**src/rtl/rob_nway.sv**
```systemverilog
// Reorder buffer: in-order allocation, out-of-order CDB completion, in-order retire.
// Loads and stores handshake with the d-cache at the head; a mispredicted branch flushes.
module rob_nway #(
  parameter int unsigned DEPTH   = 8,
  parameter int unsigned NUM_CDB = 2,
  localparam int unsigned TAG_W  = $clog2(DEPTH)
) (
  input  logic                     clk,
  input  logic                     rst,
  input  logic                     alloc_valid,
  input  logic [1:0]               alloc_type,
  input  logic [4:0]               alloc_rd,
  input  logic [4:0]               alloc_st_src,
  output logic                     alloc_ready,
  output logic [TAG_W-1:0]         alloc_tag,
  output logic                     rf_allocate,
  input  logic [NUM_CDB-1:0]       cdb_valid,
  input  logic [NUM_CDB*TAG_W-1:0] cdb_tag,
  input  logic [NUM_CDB-1:0]       cdb_mispredict,
  output logic                     commit_valid,
  output logic [TAG_W-1:0]         commit_tag,
  output logic [1:0]               commit_type,
  output logic [4:0]               commit_rd,
  output logic [4:0]               commit_st_src,
  output logic                     rf_load,
  output logic                     ld_commit_sel,
  output logic                     mem_read,
  output logic                     mem_write,
  input  logic                     mem_resp,
  output logic                     flush,
  output logic [TAG_W-1:0]         flush_tag,
  output logic [TAG_W:0]           count,
  output logic                     empty
);

  localparam logic [1:0] TypAlu = 2'd0;
  localparam logic [1:0] TypLd  = 2'd1;
  localparam logic [1:0] TypSt  = 2'd2;
  localparam logic [1:0] TypBr  = 2'd3;
  localparam logic [TAG_W:0] CountFull = (TAG_W + 1)'(DEPTH);

  logic [DEPTH-1:0] valid_q, valid_d, done_q, done_d, mispred_q, mispred_d;
  logic [1:0]       type_q   [DEPTH];
  logic [4:0]       rd_q     [DEPTH];
  logic [4:0]       st_src_q [DEPTH];
  logic [TAG_W-1:0] head_q, tail_q;
  logic [TAG_W:0]   count_q, count_d;

  logic [TAG_W-1:0] cdb_tag_a [NUM_CDB];
  logic [1:0]       head_type;
  logic             head_ready, head_mem, full, alloc_fire;

  for (genvar g = 0; g < NUM_CDB; g++) begin : g_cdb
    assign cdb_tag_a[g] = cdb_tag[g*TAG_W +: TAG_W];
  end

  assign empty      = (count_q == '0);
  assign full       = (count_q == CountFull);
  assign head_type  = type_q[head_q];
  assign head_ready = !empty && done_q[head_q];
  assign head_mem   = (head_type == TypLd) || (head_type == TypSt);

  // Requests drop in the very cycle reset is sampled, not one cycle later.
  assign mem_read     = head_ready && (head_type == TypLd) && !rst;
  assign mem_write    = head_ready && (head_type == TypSt) && !rst;
  assign commit_valid = head_ready && (!head_mem || mem_resp);
  assign flush        = commit_valid && (head_type == TypBr) && mispred_q[head_q];

  assign alloc_ready = !full && !flush;
  assign alloc_fire  = alloc_valid && alloc_ready;
  assign alloc_tag   = tail_q;
  assign rf_allocate = alloc_fire && ((alloc_type == TypAlu) || (alloc_type == TypLd));

  assign commit_tag    = head_q;
  assign commit_type   = head_type;
  assign commit_rd     = rd_q[head_q];
  assign commit_st_src = st_src_q[head_q];
  assign rf_load       = commit_valid && ((head_type == TypAlu) || (head_type == TypLd));
  assign ld_commit_sel = commit_valid && (head_type == TypLd);
  assign flush_tag     = head_q;
  assign count         = count_q;

  always_comb begin
    valid_d   = valid_q;
    done_d    = done_q;
    mispred_d = mispred_q;
    // Ports hitting the same tag accumulate since each reads the running _d value.
    for (int i = 0; i < NUM_CDB; i++) begin
      if (cdb_valid[i] && valid_q[cdb_tag_a[i]]) begin
        done_d[cdb_tag_a[i]]    = 1'b1;
        mispred_d[cdb_tag_a[i]] = mispred_d[cdb_tag_a[i]] | cdb_mispredict[i];
      end
    end
    if (commit_valid) valid_d[head_q] = 1'b0;
    if (alloc_fire) begin
      valid_d[tail_q]   = 1'b1;
      done_d[tail_q]    = 1'b0;
      mispred_d[tail_q] = 1'b0;
    end
    if (flush) begin
      valid_d   = '0;
      done_d    = '0;
      mispred_d = '0;
    end
  end

  always_comb begin
    count_d = count_q + (TAG_W + 1)'(alloc_fire) - (TAG_W + 1)'(commit_valid);
    if (flush) count_d = '0;
  end

  always_ff @(posedge clk) begin
    if (rst) begin
      valid_q   <= '0;
      done_q    <= '0;
      mispred_q <= '0;
      head_q    <= '0;
      tail_q    <= '0;
      count_q   <= '0;
    end else begin
      valid_q   <= valid_d;
      done_q    <= done_d;
      mispred_q <= mispred_d;
      count_q   <= count_d;
      if (flush) begin
        head_q <= head_q + TAG_W'(1);
        tail_q <= head_q + TAG_W'(1);
      end else begin
        if (commit_valid) head_q <= head_q + TAG_W'(1);
        if (alloc_fire)   tail_q <= tail_q + TAG_W'(1);
      end
    end
  end

  always_ff @(posedge clk) begin
    if (alloc_fire) begin
      type_q[tail_q]   <= alloc_type;
      rd_q[tail_q]     <= alloc_rd;
      st_src_q[tail_q] <= alloc_st_src;
    end
  end

endmodule
```
**config.mk**
```make
export PLATFORM = sky130hd
export DESIGN_NAME = rob_nway
export DESIGN_NICKNAME = d
export VERILOG_FILES = /design/src/rtl/rob_nway.sv
export SDC_FILE = /design/constraint.sdc
export NUM_CORES = 1
export LEC_CHECK = 0
export ABC_CLOCK_PERIOD_IN_PS = 10600
export CAP_MARGIN = 5
export CORE_MARGIN = 3
export CORE_UTILIZATION = 40
export DETAILED_ROUTE_END_ITERATION = 12
export PLACE_DENSITY = 0.64
export SYNTH_ARGS = -nofsm -noshare
export SYNTH_HDL_FRONTEND = slang
export SYNTH_SLANG_ARGS = --single-unit
```
**constraint.sdc**
```tcl
create_clock -name clk -period 10.6 [get_ports clk]
set_input_delay 2.12 -clock clk [delete_from_list [all_inputs] [get_ports clk]]
set_output_delay 2.12 -clock clk [all_outputs]
set_load 0.005 [all_outputs]
```
==> impl_metrics.py <==
metrics = {
    "drt": {
        "routedWlPerCell_um": 19.6,
        "via_per_inst": 5.49,
        "antenna_left": 0,
        "first_iter_violations": 306,
        "drt-total-wl_um": 13400,
        "drt-pass1-iter-count": 5,
        "num_vias": 3756,
        "drcViolationCount": 0,
    },
    "global_routing": {
        "grt_max_degree": 25,
        "gr-usage-all-layers_pct": 16.9,
        "grt_pass1_vias": 3902,
        "antenna_found_initial": 0,
        "grt_overflow": 0,
        "grt_pass1_wl_um": 21400,
    },
    "synthesis": {
        "synth_fp_nets": 469,
        "syn_area_per_cell_um2": 14.3,
        "ys_seq_area_share_pct": 58.9,
        "synth-xor-area-share_pct": 0.996,
        "synthSimpleGateAreaFrac_pct": 8.94,
        "synth_compound_area_share_pct": 8.48,
        "synth_top_family_by_area": "multiplexers",
        "yosysTopAreaCellShare_pct": 46.8,
        "ys_ff_latch": 133,
        "yosys-top-cells-count": "edfxtp_1 (96), dfxtp_1 (37), mux4_2 (30), nor2_1 (25), mux2_2 (22)",
        "synth.most_common_cell": "edfxtp_1",
        "synthAdderAreaFrac_pct": 2.76,
        "ys_types": 59,
        "synthMuxAreaShare_pct": 17.0,
        "synth_cells": 430,
        "synth_edf_count": 96,
        "yosys_warnings": 0,
        "synth_ff_type": "edfxtp_1",
        "syn_area_um2": 6150,
        "yosys.area.top_type": "edfxtp_1",
        "synth_area_leaders": "edfxtp_1 (47%), dfxtp_1 (12%), mux4_2 (11%)",
        "async_reset_ff_share_pct": 0,
    },
    "sta": {
        "fmax_ghz": 0.153,
        "fin_ws_ps": 4070,
        "skew_ps": 6.71,
        "hold_viol": 0,
        "fin_crit_sh_pct": 61.6,
        "tightestPinTransition_ps": 1270,
        "finalSetupTns_ps": 0,
        "rsz0062_at_grt": "false",
        "final-setup-viol-count": 0,
        "min_period_ps": 6530,
        "drv_slew": 0,
        "relSlewSlack_pct": 15.1,
    },
    "hold_path": {
        "hold_path_depth": 2,
        "hold_class": "register to register",
    },
    "clock_network": {
        "root_buffer": "clkbuf_16",
        "cts_tree": "yes",
        "cts_sinks": 133,
        "numCtsBuffers": 17,
        "clock_latency_ps": 410,
        "h-tree-depth": 4,
        "post_cts_resized": 0,
        "cts_buffer_depth": 2,
        "path_clk_slew_ps": 50,
        "cts_setup_buffers": 0,
        "cts_hold_buffers": 0,
    },
    "final_layout": {
        "fin_nets": 526,
        "fin_util_pct": 50.1,
        "fillers": 1248,
        "drive_gt1_share_pct": 18.0,
        "antenna_cells": 0,
        "area_delta_synth_final_pct": 20.6,
        "final_area_um2": 7420,
    },
    "floorplanning": {
        "dieArea_um2": 16900,
        "dieHeight_um": 130,
        "dieWidth_um": 130,
        "core_area_um2": 14800,
        "num_io_pins": 60,
        "start_util_pct": 41.6,
        "rows": 44,
    },
    "status": {
        "status": "completed",
    },
    "setup_path": {
        "critical_path.top_delay_family": "flip-flops",
        "path_cells": "mux4_2 -> mux2i_1 -> ha_1 -> nor2b_1 -> nor3_2 -> nand2_1 -> inv_1 -> clkdlybuf4s50_1",
        "worstPathArrival_ps": 4410,
        "slowest_delay_ps": 1160,
        "reg2reg_depth": 14,
        "critPathBufInv": 2,
        "crit_slowest_cell": "dfxtp_1",
        "cp_max_fo": 24,
        "critPathCaptureType": "output port",
        "start_kind": "register",
        "critical_path_class": "register to output port",
        "required_ps": 8480,
        "cp_num_cells": 8,
    },
    "place": {
        "gp_congestion": 0.907,
        "port_buffers": 59,
        "hpwl_um": 8880,
        "dpl_cell_area_um2": 6890,
        "post-place-ws_ps": 4250,
    },
    "pwr": {
        "peakVddDrop_mv": 0.124,
        "power.leakage_nw": 2.48,
        "powerDensity_nw_per_um2": 175,
    },
    "job": {
        "drv_cap": 0,
    },
}
==> layout by cell type (no fill, tap or decap), types with 5 or more instances in the layout <==
master and instances:
a211oi_1 10, a21oi_1 20, and2_1 10, clkbuf_1 7
clkbuf_16 17, clkdlybuf4s50_1 59, dfxtp_1 37, edfxtp_1 96
ha_1 12, inv_1 15, mux2_2 22, mux2i_1 8
mux4_2 30, nand2_1 19, nand2b_1 11, nor2_1 25
nor2b_1 7, nor3_1 8, o211a_1 5, o21a_1 5
o21ai_0 7, or3_1 5
==> power by group <==
part           total (mW)  switching [mW]  internal [mW]  leakage, nW
combinational       0.167          0.0811         0.0856         1.05
clock               0.530           0.198          0.332        0.257
sequential          0.603          0.0151          0.588         1.17
total                1.30           0.294           1.01         2.48
==> worst register-to-register path: stages (launching register included) <==
cell and delay (ps):
dfxtp_1 1160, mux4_2 430, mux2i_1 350, ha_1 300
nor2b_1 140, nor3_2 610, a21oi_4 180, inv_2 200
ha_1 200, inv_1 80, ha_1 270, a21o_1 180
a21oi_1 160, xnor2_1 130, nor2_1 50
==> registers in the layout (all words and copies together), names as in the netlist, named ones only <==
register	cells
valid_q	8
commit_tag	3
mispred_q	8
type_q	16
count	4
st_src_q	40
done_q	8
alloc_tag	3
rd_q	40
==> cell type report <==
| class | instances | area, um^2 | area share, % |
|---|---|---|---|
| inverter | 17 | 63.8 | 0.860 |
| sequential | 133 | 3620 | 48.8 |
| clock inverter | 6 | 55.1 | 0.742 |
| timing repair buffer | 61 | 606 | 8.16 |
| tap | 184 | 230 | 3.10 |
| multi-input combinational | 257 | 2360 | 31.8 |
| clock buffer | 26 | 479 | 6.46 |
==> cells by family (layout without fill, tap and decap cells) <==
kind of cell / after synthesis / count (layout)
muxes: 63 / 63
adders and majority gates: 13 / 13
buffers and inverters: 40 / 110
AOI/OAI and AO/OA: 71 / 71
and+or+nand+nor: 103 / 103
DFF: 133 / 133
xor gates and xnor gates: 7 / 7
==> path summary, 6_finish.rpt <==
check,slack [ps],startpoint,endpoint
hold reg to reg,470,done_q[4],done_q[4]
setup / recovery,4070,register,flush
hold / removal,470,done_q[4],done_q[4]
setup reg to reg,6020,register,count[3]
==> routing by layer <==
layer  share of wire, %  routed length (um)  GRT usage [%]
met1                 45                5990           21.9
met2                 50                6730           27.7
met5                  0                   0              0
met4                1.7                 235           6.91
met3                3.5                 474           3.56
==> through the flow <==
| stage | cells | hold slack (ps) | power, mW |
|---|---|---|---|
| after floorplan | 430 | 447 | 0.700 |
| after global placement | 652 | 462 | 0.777 |
| after detailed placement | 652 | 466 | 0.782 |
| after CTS | 684 | 474 | 1.31 |
| after global routing | 684 | 517 | 1.36 |
| final | 684 | 471 | 1.30 |
Note: power is estimated with default switching activity, not from simulation.
